==> src/rtl/fetch_prefetch_queue.sv <==
// fetch_prefetch_queue: single-outstanding instruction prefetcher with a small FIFO feeding ID
module fetch_prefetch_queue #(
  parameter int DEPTH = 4,
  parameter logic [15:0] RESET_PC = 16'h0000,
  parameter logic [15:0] NOP_INSTR = 16'h0000
) (
  input  logic        clk,
  input  logic        rst,
  input  logic        hlt,
  input  logic        stall,
  input  logic        Call,
  input  logic [15:0] PCcall,
  input  logic        Branch,
  input  logic [15:0] PCbranch,
  input  logic        Ret,
  input  logic [15:0] PCret,
  output logic        imem_req,
  output logic [15:0] imem_addr,
  input  logic        imem_rvalid,
  input  logic [15:0] imem_rdata,
  output logic        instr_valid,
  output logic [15:0] instr,
  output logic [15:0] PC_inc
);
  localparam int AW = $clog2(DEPTH);
  typedef enum logic [1:0] {IDLE, WAIT, DROP} state_t;
  state_t state, state_nx;
  logic [15:0] fetch_pc, req_addr, last_pc_inc, target;
  logic [AW-1:0] wr_ptr, rd_ptr;
  logic [AW:0] count;
  logic [15:0] fifo_instr [DEPTH];
  logic [15:0] fifo_pc_inc [DEPTH];
  logic redirect, issue, push, pop;
  assign redirect = Ret | Branch | Call;
  assign target = Ret ? PCret : Branch ? PCbranch : PCcall;
  // an empty slot is required before issuing, so the in-flight word always has room
  assign issue = !rst && state == IDLE && !hlt && !redirect && count < (AW+1)'(DEPTH);
  assign push = state == WAIT && imem_rvalid && !redirect;
  assign pop = instr_valid && !stall && !redirect;
  assign imem_req = issue;
  assign imem_addr = fetch_pc;
  assign instr_valid = count != '0;
  assign instr = instr_valid ? fifo_instr[rd_ptr] : NOP_INSTR;
  assign PC_inc = instr_valid ? fifo_pc_inc[rd_ptr] : last_pc_inc;
  always_comb begin
    state_nx = state;
    state_nx = state == IDLE ? (issue ? WAIT : IDLE) :
               state == WAIT ? (imem_rvalid ? IDLE : redirect ? DROP : WAIT) :
               state == DROP ? (imem_rvalid ? IDLE : DROP) : IDLE;
  end
  always_ff @(posedge clk) begin
    if (rst) begin
      state <= IDLE;
      fetch_pc <= RESET_PC;
      req_addr <= RESET_PC;
      wr_ptr <= '0;
      rd_ptr <= '0;
      count <= '0;
      last_pc_inc <= '0;
    end else begin
      state <= state_nx;
      fetch_pc <= redirect ? target : issue ? fetch_pc + 16'd1 : fetch_pc;
      if (issue) req_addr <= fetch_pc;
      if (redirect) begin
        wr_ptr <= '0;
        rd_ptr <= '0;
        count <= '0;
      end else begin
        if (push) wr_ptr <= wr_ptr + AW'(1);
        if (pop) rd_ptr <= rd_ptr + AW'(1);
        count <= count + (AW+1)'(push) - (AW+1)'(pop);
      end
      if (pop) last_pc_inc <= fifo_pc_inc[rd_ptr];
    end
  end
  always_ff @(posedge clk) begin
    if (push) begin
      fifo_instr[wr_ptr] <= imem_rdata;
      fifo_pc_inc[wr_ptr] <= req_addr + 16'd1;
    end
  end
endmodule

==> config.mk <==
export PLATFORM = sky130hd
export DESIGN_NAME = fetch_prefetch_queue
export DESIGN_NICKNAME = d
export VERILOG_FILES = /design/src/rtl/fetch_prefetch_queue.sv
export SDC_FILE = /design/constraint.sdc
export NUM_CORES = 1
export LEC_CHECK = 0
export ABC_CLOCK_PERIOD_IN_PS = 5050
export CORE_UTILIZATION = 45
export CTS_CLUSTER_DIAMETER = 50
export DETAILED_ROUTE_END_ITERATION = 10
export GPL_ROUTABILITY_DRIVEN = 0
export PLACE_DENSITY = 0.68
export SYNTH_ARGS = -nofsm -noshare
export SYNTH_HDL_FRONTEND = slang
export SYNTH_SLANG_ARGS = --single-unit
export TNS_END_PERCENT = 50
==> constraint.sdc <==
create_clock -name clk -period 5.05 [get_ports clk]
set_input_delay 0.7575 -clock clk [delete_from_list [all_inputs] [get_ports clk]]
set_output_delay 0.7575 -clock clk [all_outputs]
set_load 0.02 [all_outputs]
# Word-level counts from Yosys, hierarchy flattened

Memory sizes are Yosys's and may differ from the RTL's. A register that Yosys moved wholly into a read port is not among the register bits.
Cells that the tools add are included.

Flip-flop bits (word level): 57
Memory bits (writable): 128
Input bits: 72
Logic and storage cells: 55
Memories kept: 2

$add $sub $neg: 6
Magnitude comparators: 1
Eq/ne operators: 2
Multiplexer cells: 19
Bitwise logic cells: 2
Reductions and logical operators: 16

Memory list:

| name        | words | bits a word | read ports | clocked after Yosys merged registers in | write ports | line | source |
|---|---|---|---|---|---|---|---|
| fifo_instr  | 4     | 16          | 1          | 1                                       | 1           | 31   | `logic [15:0] fifo_instr [DEPTH];` |
| fifo_pc_inc | 4     | 16          | 1          | 1                                       | 1           | 32   | `logic [15:0] fifo_pc_inc [DEPTH];` |

Operators with widths:

| cell                                                 | count |
|---|---|
| 2-to-1 mux 16 bit                                    | 6 |
| adder 16 x 1 -> 16 bit (second input constant)       | 2 |
| 2-to-1 mux 2 bit                                     | 10 |
| logical AND 1 bit                                    | 8 |
| adder 2 x 1 -> 2 bit (second input constant)         | 2 |
| logical NOT 1 bit                                    | 4 |
| adder 3 x 1 -> 3 bit                                 | 1 |
| less-than comparator 3 bit (second input constant)   | 1 |
| 2-to-1 mux 1 bit                                     | 3 |
| nonzero test 3 bit                                   | 1 |
| subtractor 3 x 1 -> 3 bit                            | 1 |
| equality test 2 x 1 -> 1 bit (second input constant) | 1 |
| equality test 2 bit (second input constant)          | 1 |
| logical NOT 2 bit                                    | 1 |
| bitwise OR 1 bit                                     | 2 |
| nonzero test 2 bit                                   | 1 |
| OR reduction 2 bit                                   | 1 |

# Logic depth before layout (Yosys ltp)

Gate-level depths: netlist of the first run.

Depth after elaboration: 7
Depth in mapped cells: 15

# Worst setup path after synthesis of the first run

OpenSTA, ideal clock, no wires.

Path type: input -> register
Start point: in Ret
End point: reg count[2]
Setup time: 0.127 ns
Arrival time: 3.216 ns
Slack: 1.707 ns
Stages: 15
Path buffers: 4
Cell sequence: buf_2 > or3_1 > buf_2 > or3_1 > buf_2 > clkinv_2 > buf_4 > ha_1 > inv_1 > ha_1 > inv_1 > fa_1 > xor2_1 > xnor2_1 > nor2_1

Elaborated cells between the ends (all ways): 8
Those cells by class: add/sub (2); bitwise (2); reduce/logical (4)

RTL lines:

| item                           | line | source |
|---|---|---|
| start, declared                | 15   | `input logic Ret,` |
| bitwise OR 1 bit (2 in series) | 34   | `assign redirect = Ret \| Branch \| Call;` |
| logical NOT 1 bit              | 39   | `assign pop = instr_valid && !stall && !redirect;` |
| logical AND 1 bit              | 39   |  |
| net pop                        | 33   | `logic redirect, issue, push, pop;` |
| subtractor 3 x 1 -> 3 bit      | 71   | `count <= count + (AW+1)'(push) - (AW+1)'(pop);` |
| end signal, assigned           | 71   |  |
| end, declared                  | 30   | `logic [AW:0] count;` |

The timed path passes the listed nets, and every way through them passes these cells.
A chain may end at the register's enable or synchronous reset.

# Final worst setup path of the first run

Start point: in Branch
End point: out imem_req

Longest elaborated chain between the ends: 5

Ends and longest elaborated chain:

| item                            | line | source |
|---|---|---|
| start, declared                 | 13   | `input logic Branch,` |
| bitwise OR 1 bit (2 in series)  | 34   |  |
| logical NOT 1 bit               | 37   | `assign issue = !rst && state == IDLE && !hlt && !redirect && count < (AW+1)'(DEPTH);` |
| logical AND 1 bit (2 in series) | 37   |  |
| end, declared                   | 17   | `output logic imem_req,` |

No other way between the ends.

==> impl_metrics.env, run 1 <==
export IMPL_via_per_inst=5.48
export IMPL_htree_num_levels=4
export IMPL_ant_nets=0
export IMPL_fin_crit_ps=3860
export IMPL_ys_ff_latch=187
export IMPL_power_leakage_nw=3.26
export IMPL_path_cells="clkdlybuf4s50_1 > buf_4 > or4_1 > nor2_1 > clkdlybuf4s50_1"
export IMPL_wirelength_um=17200
export IMPL_relSlewSlack_pct=37.3
export IMPL_numPortBuffers=121
export IMPL_final_setup_viol_count=0
export IMPL_ys_async_sr_fraction_pct=0
export IMPL_grt_usage_pct=20.2
export IMPL_wl_met3_um=1230
export IMPL_drt_iter0_markers=314
export IMPL_grt_pass1_wl_um=27800
export IMPL_drc=0
export IMPL_cts_buffer_depth=2
export IMPL_row_count=48
export IMPL_critPathMaxFanout=24
export IMPL_worst_skew_pair_late_latency_ps=430
export IMPL_syn_area_per_cell_um2=13.2
export IMPL_cts_buffers=17
export IMPL_cts_root_buf="clkbuf_16"
export IMPL_die_h_um=136
export IMPL_hold_start="last_pc_inc[9]"
export IMPL_hold_class="reg2reg"
export IMPL_layout_commonest_cell="edfxtp_1"
export IMPL_worst_pin_slew_ps=935
export IMPL_design_core_area_mm2=0.0175
export IMPL_holdPathEnd="last_pc_inc[9]"
export IMPL_holdPathStages=2
export IMPL_max_cap_violations=0
export IMPL_yosysUniqueCellTypes=57
export IMPL_wl_met1_um=7490
export IMPL_yosysSeqAreaShare_pct=61.9
export IMPL_worstPathArrival_ps=3100
export IMPL_initial_utilization_pct=46.5
export IMPL_fin_skew_ps=7.09
export IMPL_area_growth_pct=25.2
export IMPL_regToRegEndpoint="count[2]"
export IMPL_pin_count=122
export IMPL_slew_viol_final=0
export IMPL_rrSetupSlack_ps=2280
export IMPL_path_clk_slew_ps=60
export IMPL_grt_pass1_vias=5412
export IMPL_ys_warn_count=0
export IMPL_grt_max_degree=52
export IMPL_critical_path_class="in2out"
export IMPL_place_ws_ps=1110
export IMPL_mostFrequentLayoutCells="edfxtp_1 (128), clkdlybuf4s50_1 (121), nand2_1 (71)"
export IMPL_grt_setup_unrepaired="no"
export IMPL_highest_layer="met4"
export IMPL_setup_tns_ps=0
export IMPL_antenna_cells=0
export IMPL_r2r_cells=11
export IMPL_dr_pass1_iters=4
export IMPL_cts_resized=0
export IMPL_run_status="finished, final reports clean"
export IMPL_cts_tree="yes"
export IMPL_p_per_area_mw_per_mm2=310
export IMPL_hold_viol_final=0
export IMPL_vias=5317
export IMPL_drive_above_1_share_pct=13.7
export IMPL_crit_path_frequent_cell="clkdlybuf4s50_1"
export IMPL_setup_ws_ps=1190
export IMPL_wl_per_cell_um=17.7
export IMPL_syn_inst=615
export IMPL_start_kind="input pin"
export IMPL_vdd_drop_max_mv=0.245
export IMPL_antenna_found_initial=0
export IMPL_slowest_stage="or4_1"
export IMPL_crit_required_ps=4290
export IMPL_die_x_um=136
export IMPL_netlist_area_mm2=0.00812
export IMPL_dp_hpwl_um=11600
export IMPL_max_freq_mhz=259
export IMPL_period_share_pct=76.4
export IMPL_die_area_mm2=0.0186
export IMPL_grt_ovfl_total=0
export IMPL_synth_fp_nets=696
export IMPL_cp_slowest_stage_delay_ps=790
export IMPL_wl_met2_um=8090
export IMPL_ys_flop_type="edfxtp_1"
export IMPL_synth_edf_count=128
export IMPL_postCtsSetupBuffers=0
export IMPL_holdBufCountCts=0
export IMPL_nets=813
export IMPL_startpoint="Branch"
export IMPL_power_w=0.00316
export IMPL_cts_sinks=187
export IMPL_end_kind="output port"
export IMPL_r2r_start="count[2]"
## how the worst max path moves through the flow
stage	end	slack, ps	cells after the start
floorplan	count[2]	1710	15
global placement	count[2]	1140	13
detailed placement	count[2]	1110	13
CTS	imem_req	1180	5
global route	instr[8]	1030	5
finish	imem_req	1190	5
## synth_stat cells, drive strengths merged, types with 6 or more instances
| cell | instances | area, um^2 |
|---|---|---|
| nand2 | 71 | 267 |
| nand3 | 14 | 70.1 |
| xnor2 | 14 | 123 |
| mux4 | 32 | 721 |
| inv | 15 | 56.3 |
| or3 | 6 | 42.5 |
| nor2b | 6 | 37.5 |
| edfxtp | 128 | 3840 |
| ha | 8 | 100 |
| clkbuf | 25 | 93.8 |
| dfxtp | 59 | 1180 |
| buf | 13 | 61.3 |
| a211oi | 6 | 45.0 |
| nor2 | 19 | 71.3 |
| and2 | 21 | 131 |
| a21oi | 26 | 130 |
| nand2b | 16 | 100 |
| mux2 | 16 | 180 |
| or4 | 6 | 45.0 |
| o21ai | 23 | 115 |
| nor3 | 11 | 55.1 |
| xor2 | 6 | 52.6 |
| nand4 | 6 | 37.5 |
## worst max-delay path: cells and delay by family
| family | cells | cell delay [ps] |
|---|---|---|
| buffers and inverters | 3 | 1290 |
| AND/OR/NAND/NOR | 2 | 1050 |
## cells by family after synthesis
family	after synthesis	share of synthesized area, %
and+or+nand+nor	194	12.1
adders and majority gates	9	1.48
AOI/OAI and AO/OA	97	8.03
xor gates and xnor gates	20	2.16
muxes	52	11.6
buffers and inverters	56	2.76
DFF	187	61.9
## per-layer routing
| metal | vias to the layer above | track usage (%) |
|---|---|---|
| li1 | 2548 | - |
| met1 | 2537 | 25.0 |
| met2 | 208 | 33.1 |
| met3 | 24 | 5.44 |
| met4 | 0 | 8.89 |
| met5 | - | 0 |
## power breakdown
part / switching (W) / total, W / internal (W)
logic: 0.0000812 / 0.000179 / 0.0000978
registers: 0.0000230 / 0.00166 / 0.00164
clock network: 0.000535 / 0.00131 / 0.000779
## metrics by stage
stage / cell area (um^2) / utilization, % / std cells / hold WS, ps
after floorplan: 8120 / - / 615 / 434
after global placement: 9570 / 54.8 / 938 / 439
after detailed placement: 9570 / 54.8 / 938 / 446
after CTS: 10200 / 58.2 / 970 / 455
after global routing: 10200 / 58.2 / 970 / 482
final: 10200 / 58.2 / 970 / 452
## flip-flops by register name (all words and copies together) (netlist names), named ones only
register	cells
last_pc_inc	16
req_addr	16
state	2
fifo_pc_inc	64
wr_ptr	2
fifo_instr	64
rd_ptr	2
imem_addr	16
count	3
## area by class of cell
cell class,count,area [um^2]
Clock buffer,24,524
Clock inverter,8,73.8
Fill cell,1372,7310
Inverter,18,68.8
Multi-Input combinational cell,372,2870
Sequential cell,187,5030
Tap cell,225,282
Timing Repair Buffer,136,1320
Note: power is estimated with default switching activity, not from simulation.
==> inputs of run 2 (changes only) <==
Settings changed: ABC_CLOCK_PERIOD_IN_PS 5050 to 3800.
Clock period 5.05 ns to 3.8 ns, I/O delays scaled along.
==> run 2 against run 1 <==
  * Wire length grew 1.5%
  * Non-clock buffer count is 6 higher
  * Die area unchanged
  * Worst hold slack worse by 0.62 ps
  * Core utilization grew 0.14 points
  * Clock power increased by 31%
  * First-iteration DRC count grew 2.5%
  * Critical endpoint is now instr[7]
  * Largest power group unchanged
==> impl_metrics.env, run 2 (synthesis gave the netlist of run 1 again) <==
export IMPL_grt_pass1_wl_um=28300
export IMPL_max_cap_violations=0
export IMPL_worstPathArrival_ps=2760
export IMPL_cts_tree="yes"
export IMPL_r2r_cells=11
export IMPL_row_count=48
export IMPL_pwr_share_clk_pct=41.2
export IMPL_path_clk_slew_ps=70
export IMPL_hold_class="reg2reg"
export IMPL_end_kind="output port"
export IMPL_initial_utilization_pct=46.5
export IMPL_grt_max_degree=52
export IMPL_cts_root_buf="clkbuf_16"
export IMPL_design_core_area_mm2=0.0175
export IMPL_vdd_drop_max_mv=0.326
export IMPL_largest_registers="fifo_instr: 64 flops, fifo_pc_inc: 64 flops"
export IMPL_slew_viol_final=0
export IMPL_start_kind="flip-flop"
export IMPL_nets=819
export IMPL_wirelength_um=17400
export IMPL_rrSetupSlack_ps=1390
export IMPL_via_per_inst=5.57
export IMPL_holdBufCountCts=0
export IMPL_critPathMaxFanout=18
export IMPL_grt_setup_unrepaired="no"
export IMPL_die_h_um=136
export IMPL_r2r_start="state[0]"
export IMPL_vias=5439
export IMPL_relSlewSlack_pct=54.6
export IMPL_postCtsSetupBuffers=0
export IMPL_multi_input_area_mm2=0.00287
export IMPL_hold_viol_final=0
export IMPL_critical_path_class="reg2out"
export IMPL_grt_usage_pct=20.2
export IMPL_seq_power_share_pct=53.0
export IMPL_drt_iter0_markers=322
export IMPL_antenna_cells=0
export IMPL_wl_per_cell_um=17.9
export IMPL_power_w=0.00417
export IMPL_p_switching_w=0.000886
export IMPL_setup_tns_ps=0
export IMPL_cts_sinks=187
export IMPL_dr_pass1_iters=4
export IMPL_numPortBuffers=121
export IMPL_fin_crit_ps=3330
export IMPL_run_status="finished, final reports clean"
export IMPL_num_fill_cells=1331
export IMPL_die_x_um=136
export IMPL_mostFrequentLayoutCells="edfxtp_1 (128), clkdlybuf4s50_1 (121), nand2_1 (71)"
export IMPL_pwr_share_comb_pct=5.8
export IMPL_dp_hpwl_um=11600
export IMPL_die_area_mm2=0.0186
export IMPL_ant_nets=0
export IMPL_grt_ovfl_total=0
export IMPL_regToRegEndpoint="count[2]"
export IMPL_htree_num_levels=4
export IMPL_regArea_mm2=0.00503
export IMPL_area_growth_pct=25.6
export IMPL_antenna_found_initial=0
export IMPL_p_sw_share_pct=21.3
export IMPL_layout_commonest_cell="edfxtp_1"
export IMPL_p_per_area_mw_per_mm2=409
export IMPL_grt_pass1_vias=5585
export IMPL_power_internal_w=0.00328
export IMPL_final_setup_viol_count=0
export IMPL_drive_above_1_share_pct=14.4
export IMPL_cts_buffers=17
export IMPL_drc=0
export IMPL_worst_skew_pair_late_latency_ps=420
export IMPL_worst_pin_slew_ps=681
export IMPL_period_share_pct=87.7
export IMPL_holdPathEnd="last_pc_inc[4]"
export IMPL_pin_count=122
export IMPL_fin_skew_ps=8.48
export IMPL_hold_start="last_pc_inc[4]"
export IMPL_crit_required_ps=3230
export IMPL_max_freq_mhz=300
export IMPL_cts_buffer_depth=2
export IMPL_cts_resized=0
export IMPL_power_leakage_nw=3.25
export IMPL_holdPathStages=2
## run 2: cell count changes in the layout (fill, tap and decap cells not counted), sizes merged
cell,before,now
buf,15,21
clkbuf,24,18
clkinvlp,0,5
clkinv,5,9
inv,20,16
bufinv,1,2
## run 2: cell type report
type	count	share of cell area, %
Sequential cell	187	49.3
Inverter	18	0.675
Multi-Input combinational cell	372	28.2
Clock inverter	14	1.46
Tap cell	225	2.76
Timing Repair Buffer	142	13.4
Clock buffer	18	4.21
## run 2: worst max path at each step
stage                to  cells past startpoint  slack, ps       from
6_report       instr[7]                      4        470  flip-flop
5_1_grt        instr[6]                      4        280  flip-flop
4_1_cts        instr[6]                      4        390  flip-flop
3_5_place_dp   count[2]                     13        410     Branch
3_3_place_gp   count[2]                     13        530     Branch
2_1_floorplan  count[2]                     15        640        Ret
## run 2: power groups by stage
stage	clock network (W)	logic, W	registers, W
2_1_floorplan	0	0.0000912	0.00225
3_3_place_gp	0	0.000236	0.00225
3_5_place_dp	0	0.000239	0.00225
4_1_cts	0.00174	0.000241	0.00221
5_1_grt	0.00181	0.000260	0.00221
6_report	0.00172	0.000241	0.00221
## run 2: worst max-delay path: stages, from the launching register on
cell             delay (ps)
dfxtp_2                 770
buf_4                   350
mux4_2                  510
and2_1                  170
clkdlybuf4s50_1         530
## run 2: stage by stage
stage	setup slack (ps)	hold WS [ps]	area (um^2)	util, %	cells
6_report	467	452	10200	58.3	976
3_3_place_gp	529	439	9620	55.0	944
4_1_cts	389	454	10200	58.3	976
5_1_grt	281	473	10200	58.3	976
2_1_floorplan	644	434	8120	-	615
3_5_place_dp	410	445	9620	55.0	944
## run 2: per-layer routing
metal / vias to the layer above / track usage [%] / wire, um
li1: 2560 / - / -
met1: 2631 / 24.9 / 7520
met2: 222 / 33.6 / 8330
met3: 26 / 5.07 / 1290
met4: 0 / 8.46 / 302
met5: - / 0 / 0
==> inputs of run 3 (changes only) <==
Settings changed: CTS_CLUSTER_DIAMETER 50 to 30.
==> results of run 3 <==
The final DEF is identical to that of run 2; final timing and power are the same.
